--- src/rtl/pulse_synth_pkg.sv ---
// -----------------------------------------------------------------------------
// pulse_synth_pkg
// Shared types and constants for the pulse-rate synthesizer.
//   state_e      : controller states (IDLE, CONV, APPLY, RUN)
//   ST_*         : the same encodings as plain 2-bit constants for the FSM
//   BCD_DIGITS   : number of packed BCD digits carried on freq
//   MAX_FREQ     : largest rate the 16-bit freq field can request
// -----------------------------------------------------------------------------
package pulse_synth_pkg;

  typedef enum logic [1:0] {
    IDLE  = 2'd0,
    CONV  = 2'd1,
    APPLY = 2'd2,
    RUN   = 2'd3
  } state_e;

  localparam logic [1:0] ST_IDLE  = IDLE;
  localparam logic [1:0] ST_CONV  = CONV;
  localparam logic [1:0] ST_APPLY = APPLY;
  localparam logic [1:0] ST_RUN   = RUN;

  localparam int          BCD_DIGITS = 4;
  localparam logic [15:0] MAX_FREQ   = 16'hFFFF;

endpackage

--- src/rtl/pulse_synth_if.sv ---
// -----------------------------------------------------------------------------
// pulse_synth_if
// Control/stream bundle between a rate source and pulse_synth.
//   en       : run enable (master -> slave)
//   load     : one-cycle strobe capturing freq (master -> slave)
//   freq     : requested rate, binary or packed BCD (master -> slave)
//   busy     : load in progress, further loads ignored (slave -> master)
//   ceo      : one-cycle output pulse stream (slave -> master)
//   sec_tick : one-cycle 1 s gate marker (slave -> master)
//   err      : sticky invalid BCD digit flag (slave -> master)
// -----------------------------------------------------------------------------
interface pulse_synth_if;
  import pulse_synth_pkg::*;

  logic                    en;
  logic                    load;
  logic [4*BCD_DIGITS-1:0] freq;
  logic                    busy;
  logic                    ceo;
  logic                    sec_tick;
  logic                    err;

  modport master (
    output en, load, freq,
    input  busy, ceo, sec_tick, err
  );

  modport slave (
    input  en, load, freq,
    output busy, ceo, sec_tick, err
  );

endinterface

--- src/rtl/pulse_synth_bcd2bin.sv ---
// -----------------------------------------------------------------------------
// pulse_synth_bcd2bin
// Sequential packed-BCD to binary converter, one digit per cycle, MSD first,
// r <= r*10 + digit computed as (r<<3)+(r<<1)+digit. Digits above 9 are
// clamped to 9 and flagged on o_err, which holds until the next i_start.
// Only present when PULSE_SYNTH_BCD_IN_EN is defined.
// Ports:
//   clk, rst : clock, asynchronous active-high reset
//   i_start  : capture i_bcd and begin conversion
//   i_bcd    : packed BCD digits
//   o_bin    : binary result (valid after o_done)
//   o_done   : high during the last digit cycle
//   o_err    : sticky clamp flag for the current conversion
// -----------------------------------------------------------------------------
`ifdef PULSE_SYNTH_BCD_IN_EN
module pulse_synth_bcd2bin
  import pulse_synth_pkg::*;
(
  input  logic                    clk,
  input  logic                    rst,
  input  logic                    i_start,
  input  logic [4*BCD_DIGITS-1:0] i_bcd,
  output logic [15:0]             o_bin,
  output logic                    o_done,
  output logic                    o_err
);

  localparam int         CNT_W    = $clog2(BCD_DIGITS);
  localparam logic [CNT_W-1:0] CNT_LAST = CNT_W'(BCD_DIGITS - 1);

  logic [4*BCD_DIGITS-1:0] r_shift;
  logic [15:0]             r_bin;
  logic [CNT_W-1:0]        r_cnt;
  logic                    r_active;
  logic                    r_err;

  logic [4*BCD_DIGITS-1:0] w_clamped;
  logic [BCD_DIGITS-1:0]   w_bad;
  logic [15:0]             w_bin_next;

  // All digits are clamped at capture so the serial loop only ever sees 0..9.
  for (genvar gi = 0; gi < BCD_DIGITS; gi++) begin : g_digit
    assign w_bad[gi]               = (i_bcd[4*gi+3 -: 4] > 4'd9);
    assign w_clamped[4*gi+3 -: 4]  = w_bad[gi] ? 4'd9 : i_bcd[4*gi+3 -: 4];
  end

  assign w_bin_next = (r_bin << 3) + (r_bin << 1)
                    + {12'd0, r_shift[4*BCD_DIGITS-1 -: 4]};

  always_ff @(posedge clk or posedge rst) begin
    if (rst) begin
      r_shift  <= '0;
      r_bin    <= '0;
      r_cnt    <= '0;
      r_active <= 1'b0;
      r_err    <= 1'b0;
    end else if (i_start) begin
      r_shift  <= w_clamped;
      r_bin    <= '0;
      r_cnt    <= '0;
      r_active <= 1'b1;
      r_err    <= |w_bad;
    end else if (r_active) begin
      r_bin   <= w_bin_next;
      r_shift <= r_shift << 4;
      r_cnt   <= r_cnt + CNT_W'(1);
      if (r_cnt == CNT_LAST) begin
        r_active <= 1'b0;
      end
    end
  end

  assign o_bin  = r_bin;
  assign o_done = r_active && (r_cnt == CNT_LAST);
  assign o_err  = r_err;

endmodule
`endif

--- src/rtl/pulse_synth.sv ---
// -----------------------------------------------------------------------------
// pulse_synth
// Programmable pulse-rate synthesizer. A phase accumulator adds the active
// rate every enabled cycle and emits a one-cycle ceo strobe each time it
// crosses CLK_FREQ; a gate counter emits sec_tick every CLK_FREQ enabled
// cycles. Both restart together when a new rate is applied, so exactly f_act
// pulses fall in each gate window (the pulse coincident with the closing tick
// counts as inside).
// Optional feature: PULSE_SYNTH_BCD_IN_EN selects packed-BCD freq input with a
// 4-cycle serial conversion and a sticky err flag for clamped digits.
// Ports:
//   clk : system clock
//   rst : asynchronous active-high reset
//   bus : pulse_synth_if.slave (en, load, freq in; busy, ceo, sec_tick, err out)
// Parameters:
//   CLK_FREQ : clock rate in Hz, must exceed 65535
//   ACC_W    : accumulator width, 2^ACC_W > CLK_FREQ + 65535
// -----------------------------------------------------------------------------
module pulse_synth
  import pulse_synth_pkg::*;
#(
  parameter int CLK_FREQ = 27_000_000,
  parameter int ACC_W    = 32
) (
  input  logic          clk,
  input  logic          rst,
  pulse_synth_if.slave  bus
);

  if (CLK_FREQ <= int'(MAX_FREQ)) begin : g_bad_clk_freq
    $error("pulse_synth: CLK_FREQ must exceed 65535");
  end
  if ((ACC_W < 63) &&
      ((longint'(1) << ACC_W) <= (longint'(CLK_FREQ) + longint'(MAX_FREQ)))) begin : g_bad_acc_w
    $error("pulse_synth: ACC_W too narrow for CLK_FREQ + 65535");
  end

  localparam int               CNT_W    = $clog2(CLK_FREQ);
  localparam logic [CNT_W-1:0] CNT_LAST = CNT_W'(CLK_FREQ - 1);
  localparam logic [ACC_W-1:0] ACC_CLK  = ACC_W'(CLK_FREQ);

  logic [1:0]       r_state;
  logic [15:0]      r_f_act;
  logic [ACC_W-1:0] r_acc;
  logic [CNT_W-1:0] r_sec_cnt;
  logic             r_ceo;
  logic             r_sec_tick;

  logic [1:0]       w_state_next;
  logic             w_busy;
  logic             w_accept;
  logic             w_gen_en;
  logic             w_conv_done;
  logic [15:0]      w_new_freq;
  logic [ACC_W-1:0] w_sum;
  logic             w_cross;

  assign w_busy   = (r_state == ST_CONV) || (r_state == ST_APPLY);
  assign w_accept = bus.load && !w_busy;
  // Loading is gated by state; generation runs in both IDLE and RUN.
  assign w_gen_en = bus.en && ((r_state == ST_IDLE) || (r_state == ST_RUN));

  // Cannot overflow: r_acc < CLK_FREQ and r_f_act <= 65535.
  assign w_sum   = r_acc + {{(ACC_W-16){1'b0}}, r_f_act};
  assign w_cross = (w_sum >= ACC_CLK);

`ifdef PULSE_SYNTH_BCD_IN_EN
  localparam logic [1:0] ST_LOAD_DEST = ST_CONV;
  logic w_conv_err;

  pulse_synth_bcd2bin u_bcd2bin (
    .clk     (clk),
    .rst     (rst),
    .i_start (w_accept),
    .i_bcd   (bus.freq),
    .o_bin   (w_new_freq),
    .o_done  (w_conv_done),
    .o_err   (w_conv_err)
  );

  assign bus.err = w_conv_err;
`else
  localparam logic [1:0] ST_LOAD_DEST = ST_APPLY;
  logic [15:0] r_f_pend;

  always_ff @(posedge clk or posedge rst) begin
    if (rst) begin
      r_f_pend <= '0;
    end else if (w_accept) begin
      r_f_pend <= bus.freq;
    end
  end

  assign w_new_freq  = r_f_pend;
  assign w_conv_done = 1'b1;
  assign bus.err     = 1'b0;
`endif

  always_comb begin
    w_state_next = r_state;
    case (r_state)
      ST_IDLE, ST_RUN: if (w_accept) w_state_next = ST_LOAD_DEST;
      ST_CONV:         if (w_conv_done) w_state_next = ST_APPLY;
      ST_APPLY:        w_state_next = ST_RUN;
      default:         w_state_next = ST_IDLE;
    endcase
  end

  always_ff @(posedge clk or posedge rst) begin
    if (rst) begin
      r_state    <= ST_IDLE;
      r_f_act    <= '0;
      r_acc      <= '0;
      r_sec_cnt  <= '0;
      r_ceo      <= 1'b0;
      r_sec_tick <= 1'b0;
    end else begin
      r_state    <= w_state_next;
      r_ceo      <= 1'b0;
      r_sec_tick <= 1'b0;
      if (r_state == ST_APPLY) begin
        // Phase and gate restart together so no partial pulse survives.
        r_f_act   <= w_new_freq;
        r_acc     <= '0;
        r_sec_cnt <= '0;
      end else if (w_gen_en) begin
        if (w_cross) begin
          r_acc <= w_sum - ACC_CLK;
          r_ceo <= 1'b1;
        end else begin
          r_acc <= w_sum;
        end
        if (r_sec_cnt == CNT_LAST) begin
          r_sec_cnt  <= '0;
          r_sec_tick <= 1'b1;
        end else begin
          r_sec_cnt <= r_sec_cnt + CNT_W'(1);
        end
      end
    end
  end

  assign bus.busy     = w_busy;
  assign bus.ceo      = r_ceo;
  assign bus.sec_tick = r_sec_tick;

endmodule

--- src/flat_wrapper.sv ---
// flat-port wrapper written by rule: the top's interface ports become plain ports
module pulse_synth_flat import pulse_synth_pkg::*;
#(
  parameter int CLK_FREQ = 27_000_000,
  parameter int ACC_W    = 32
)
  (clk, rst, bus_en, bus_load, bus_freq, bus_busy, bus_ceo, bus_sec_tick, bus_err);
  pulse_synth_if bus_i ();
  input  logic clk;
  input  logic rst;
  input wire logic [$bits(bus_i.en)-1:0] bus_en;
  input wire logic [$bits(bus_i.load)-1:0] bus_load;
  input wire logic [$bits(bus_i.freq)-1:0] bus_freq;
  output wire logic [$bits(bus_i.busy)-1:0] bus_busy;
  output wire logic [$bits(bus_i.ceo)-1:0] bus_ceo;
  output wire logic [$bits(bus_i.sec_tick)-1:0] bus_sec_tick;
  output wire logic [$bits(bus_i.err)-1:0] bus_err;
  assign bus_i.en = bus_en;
  assign bus_i.load = bus_load;
  assign bus_i.freq = bus_freq;
  assign bus_busy = bus_i.busy;
  assign bus_ceo = bus_i.ceo;
  assign bus_sec_tick = bus_i.sec_tick;
  assign bus_err = bus_i.err;
  pulse_synth #(.CLK_FREQ(CLK_FREQ), .ACC_W(ACC_W)) u_core (.clk(clk), .rst(rst), .bus(bus_i));
endmodule
--- config.mk ---
export PLATFORM = sky130hd
export DESIGN_NAME = pulse_synth_flat
export DESIGN_NICKNAME = d
export VERILOG_FILES = /design/src/rtl/pulse_synth_pkg.sv /design/src/rtl/pulse_synth_if.sv /design/src/rtl/pulse_synth_bcd2bin.sv /design/src/rtl/pulse_synth.sv /design/src/flat_wrapper.sv
export SDC_FILE = /design/constraint.sdc
export NUM_CORES = 1
export LEC_CHECK = 0
export CAP_MARGIN = 0
export CORE_UTILIZATION = 50
export CTS_CLUSTER_DIAMETER = 80
export DETAILED_ROUTE_END_ITERATION = 16
export HOLD_SLACK_MARGIN = 0.08
export PLACE_DENSITY = 0.76
export SYNTH_ARGS = -nofsm -noshare
export SYNTH_HDL_FRONTEND = slang
export SYNTH_SLANG_ARGS = --single-unit
export TNS_END_PERCENT = 5
--- constraint.sdc ---
create_clock -name clk -period 5.1 [get_ports clk]
set_input_delay 0.51 -clock clk [delete_from_list [all_inputs] [get_ports clk]]
set_output_delay 0.51 -clock clk [all_outputs]
set_load 0.02 [all_outputs]
### Word level (Yosys, flattened, before mapping)

Cells that the tools add are included.

* logic and storage cells: 38
* output and inout bits: 4
* flip-flop bits (word level): 93
* input bits: 20

* order comparisons: 1
* add/subtract/negate cells: 3
* reduce and logical (&&, ||, !) cells: 8
* mux-type cells: 14
* equal/unequal tests: 5

Operators by type and width (number)
* 2-to-1 mux 32 bit: 3
* 2-to-1 mux 25 bit: 3
* adder 32 x 16 -> 32 bit: 1
* greater-or-equal comparator 32 x 25 -> 1 bit (second input constant): 1
* subtractor 32 x 25 -> 32 bit (second input constant): 1
* adder 25 x 1 -> 25 bit (second input constant): 1
* equality test 25 bit (second input constant): 1
* 2-to-1 mux 1 bit: 6
* case mux 2 bit (3 select lines): 1
* equality test 2 bit (second input constant): 2
* equality test 2 x 1 -> 1 bit (second input constant): 1
* logical AND 1 bit: 2
* zero test 2 bit: 1
* logical OR 1 bit: 2
* 2-to-1 mux 2 bit: 1
* inequality test 2 x 1 -> 1 bit (second input constant): 1
* nonzero test 2 bit: 1
* OR reduction 2 bit: 1
* zero test 1 bit: 1

### Logic depth before layout (Yosys ltp)

* word-level depth: 6
* mapped depth: 15
* gate-level depth less buffers: 14

### Worst setup path after synthesis

Ideal clock, no wire load.

* kind: flip-flop to flip-flop
* start: register u_core.r_acc[0]
* end: register u_core.r_acc[23]
* cell stages (with the launch flop): 15
* data required time: 4.972 ns
* setup time: 0.128 ns
* data arrival time: 3.527 ns
* period minus slack after synthesis: 3.655 ns
* path slack: 1.445 ns
* buffers on the path: 0
* cell sequence: dfrtp_1 ha_1 fa_1 a21oi_1 or3b_1 and2_4 xnor2_1 ha_1 nor3_1 nor2_1 a311oi_4 o21ai_2 o21ai_1 mux2i_1 mux2_1

* longest elaborated chain between the ends: 5
* elaborated cells between the ends (all ways): 6
* those cells by class: 2 x add/sub; 1 x order compare; 3 x mux

Ends and longest elaborated chain
* from (decl): line pulse_synth.sv:44 `logic [ACC_W-1:0] r_acc;`
* from (signal assigned): line pulse_synth.sv:128 `r_acc <= w_sum - ACC_CLK;`
* from (signal assigned): line pulse_synth.sv:131 `r_acc <= w_sum;`
* adder 32 x 16 -> 32 bit *: line pulse_synth.sv:64 `assign w_sum = r_acc + {{(ACC_W-16){1'b0}}, r_f_act};`
* subtractor 32 x 25 -> 32 bit / greater-or-equal comparator 32 x 25 -> 1 bit (equally long branches): line pulse_synth.sv:128, pulse_synth.sv:65
* 2-to-1 mux 32 bit *: line pulse_synth.sv:127 `if (w_cross) begin`
* 2-to-1 mux 32 bit *: line pulse_synth.sv:126 `end else if (w_gen_en) begin`
* 2-to-1 mux 32 bit *: line pulse_synth.sv:121 `if (r_state == ST_APPLY) begin`

Every way passes the cells marked *; elsewhere a longest branch is shown, timed or not. The select of a mux whose other input is x is not followed.
A chain may end at the register's enable or synchronous reset.

### Worst setup path in the final report

Same ends and word-level chain as after synthesis.

==> metrics.md <==
| Metric | Value |
|---|---|
| Avg WL per Cell | `17.20 um` |
| Die Ht | `between 100 and 150 um` |
| Clock transition at path regs | `approximately 0.070 ns` |
| Crit-path max FO | `9` |
| First-pass GRT wire length | `approximately 26 mm` |
| Largest net degree at the start of global routing | `50` |
| Largest area contributor in the netlist | `dfrtp_1` |
| PostCTS Resize Cnt | `0` |
| Number of cells on the worst hold path | `1` |
| Drt first-iter violations | `about 440` |
| Switch share | `0.4685` |
| HPWL Detailed | `10.64 mm` |
| Hold buffer count at CTS | `0` |
| Full die area | `between 0.01 and 0.015 mm^2` |
| Synth top area cells | `dfrtp_1, mux2_2, nand2_1` |
| Max-cap violations | `0` |
| Most used DFF post-synth | `dfrtp_1` |
| Sink Count | `93` |
| Worst flop-to-flop path endpoint | `u_core.r_acc[23]` |
| Seq cells post-synth | `a little over 90` |
| Final Cycle Share | `0.8599` |
| Core Box Area | `roughly 0.012 mm^2` |
| Number of synthesized flops with an enable pin | `0` |
| Vias | `between 5000 and 6000` |
| Minimum clock period | `roughly 4.4 ns` |
| Status | `completed` |
| Post-Route Setup TNS | `0 ns` |
| Setup Buffers After CTS | `0` |
| P_sw | `between 0.002 and 0.0025 W` |
| Clock tree buffer depth | `2` |
| Vias per cell | `6.173` |
| Tightest Pin Transition | `between 1 and 1.5 ns` |
| Internal | `around 0.0024 W` |
| Vias in the first global route | `5200` |
| Final Hold Vio Count | `0` |
| Num CTS Buffers | `9` |
| Filler Cells Inserted | `between 1000 and 1500` |
| Reg-to-Reg Start | `u_core.r_acc[0]` |
| Worst setup endpoint | `u_core.r_acc[23]` |
| Routed Antenna Nets | `0` |
| GRT overflow | `0` |
| Mapped Cells | `693` |
| Hold slack final | `between 0.4 and 0.5 ns` |
| PortBufs | `22` |
| PD cells | `roughly 650 mW/mm^2` |
| Post-synthesis sequential area ratio | `0.3727` |
| Routed WL | `about 15 mm` |
| Tot GR Track Use | `0.2521` |
| Core Rows | `40` |
| Ys Warns | `0` |
| Initial Util | `0.5156` |
| Crit path DAT | `4.63 ns` |
| DRC viols | `0` |
| Seq pwr share | `0.255` |
| Crit path launch | `u_core.r_acc[0]` |
| Initial antenna violation count | `0` |
| Final Max Slew Viols | `0` |
| Gpl congestion | `roughly 0.98` |
| Final core occ | `0.5657` |
| Yosys cell types | `71` |
| Post-synthesis async set-or-reset flop share | `1.000` |
| Rel. slew slack | `0.2550` |
| Launching element type of the critical path | `flip-flop` |
| Peak supply drop | `roughly 0.37 mV` |
| Nets | `740` |
| Worst Path Required | `between 5 and 6 ns` |
| Combinational share of power | `0.603` |
| WS Path Type | `reg -> reg` |
| Synthesized Nets | `roughly 730` |
| Root cell of the clock tree | `clkbuf_16` |
| IO Pins | `24` |
| Diode count | `0` |
| Syn Area/Cell | `9.011 um^2` |
| Clk_skew | `slightly above 0.007 ns` |
| Hold crit path type | `reg -> reg` |
| Die width | `between 100 and 150 um` |
| Slack of the worst reg-to-reg path | `between 0.7 and 0.8 ns` |
| Clk pwr share | `0.142` |
| Unrepaired setup endpoints after global routing | `no` |
| Final setup fails | `0` |
| Clk_lat worst skew | `0.36 ns` |
| Synth top area share | `0.3727` |
| CTS tree | `built` |
| Hold path startpoint | `u_core.r_state[1]` |
| R2R depth | `14` |
| Drt pass-1 iters | `5` |
| Htree depth | `3` |
| Crit end category | `flip-flop` |
| Fmax | `approximately 0.23 GHz` |
| Area growth from synthesis to layout | `9.717%` |
| Synthesized area | `between 0.006 and 0.007 mm^2` |
| Lkg Pwr | `~2.8 nW` |
| Share of layout cells above drive strength 1 | `0.1121` |
==> flip-flops by register name, indices dropped and copies added (netlist names) <==
| register | flops |
|---|---|
| u_core.bus.ceo | 1 |
| u_core.bus.sec_tick | 1 |
| u_core.r_acc | 32 |
| u_core.r_f_act | 16 |
| u_core.r_f_pend | 16 |
| u_core.r_sec_cnt | 25 |
| u_core.r_state | 2 |
==> metal layers <==
layer / GRT usage / up-vias / part of all wire
met1: 0.3464 / 2620 / 0.45
met3: 0.03879 / 36 / 0.059
li1: - / 2533 / -
met2: 0.3890 / 200 / 0.46
met5: 0 / - / 0
met4: 0.1237 / 0 / 0.030
==> final cells by class <==
type / count / area [um^2] / share of cell area
multi-input combinational: 557 / 3730 / 0.5444
sequential: 93 / 2327 / 0.3397
timing repair buffer: 29 / 272.8 / 0.03981
clock buffer: 13 / 250.2 / 0.03652
tap: 168 / 210.2 / 0.03068
inverter: 10 / 40.04 / 0.005844
clock inverter: 3 / 21.27 / 0.003104
==> kinds of logic after synthesis <==
family,after synthesis,share of synthesized area
AOI/OAI and AO/OA,152,0.1707
xor gates and xnor gates,45,0.06311
adders and majority gates,20,0.04127
buffers and inverters,43,0.03046
DFF,93,0.3727
muxes,47,0.08335
other,1,0.0006005
and+or+nand+nor,292,0.2378
==> placed cells by master, fill, tap and decap left out, drive strengths merged, types with 19 or more instances in the layout <==
cell,netlist,routed
clkdlybuf4s50,0,22
nand2,73,73
a21oi,39,39
xor2,23,23
o21ai,44,44
dfrtp,93,93
nor2,68,68
ha,19,19
xnor2,22,22
mux2,40,40
nand3,29,29
==> critical path, cell delays in order, from the launching register on <==
cell	delay, ns
dfrtp_1	0.36
ha_1	0.23
fa_1	0.26
a21oi_1	0.09
or3b_1	0.44
and2_4	0.17
xnor2_1	0.18
ha_1	0.23
nor3_1	0.64
nor2_1	0.21
a311oi_4	0.47
o21ai_2	0.22
o21ai_1	0.17
mux2i_1	0.24
mux2_1	0.35
==> Yosys cell counts, types with 13 or more instances <==
cell type,n
ha_1,19
nor3_1,17
nor2_1,68
nand4_1,13
and3_1,15
clkbuf_1,19
dfrtp_1,93
nand2_1,73
nand3_1,29
o21ai_0,37
or3_1,17
mux2_2,35
xnor2_1,22
a21oi_1,35
xor2_1,23
==> power by group through the flow <==
| stage | Sequential (W) | Clock (W) | Combinational (W) |
|---|---|---|---|
| 6_report | 0.00114 | 0.000634 | 0.00270 |
| 5_1_grt | 0.00117 | 0.000676 | 0.00296 |
| 4_1_cts | 0.00114 | 0.000647 | 0.00267 |
| 3_5_place_dp | 0.00115 | 0 | 0.00264 |
| 3_3_place_gp | 0.00113 | 0 | 0.00260 |
| 2_1_floorplan | 0.00108 | 0 | 0.00211 |
==> per-stage QoR <==
step	std cells	setup slack (ns)	total power (W)	cell area, um^2
6_report	873	0.7145	0.004471	6852
3_5_place_dp	857	0.7511	0.003790	6580
3_3_place_gp	857	0.9605	0.003731	6580
4_1_cts	873	0.7482	0.004453	6852
5_1_grt	873	0.4244	0.004812	6852
2_1_floorplan	693	1.445	0.003191	6245
==> how the worst min path moves through the flow <==
stage,to
4_1_cts,u_core.r_state[1]
5_1_grt,u_core.r_f_pend[2]
2_1_floorplan,u_core.r_state[1]
3_5_place_dp,u_core.r_state[1]
6_report,u_core.r_state[1]
3_3_place_gp,u_core.r_state[1]
No activity file was read; power rests on OpenSTA's default activity.
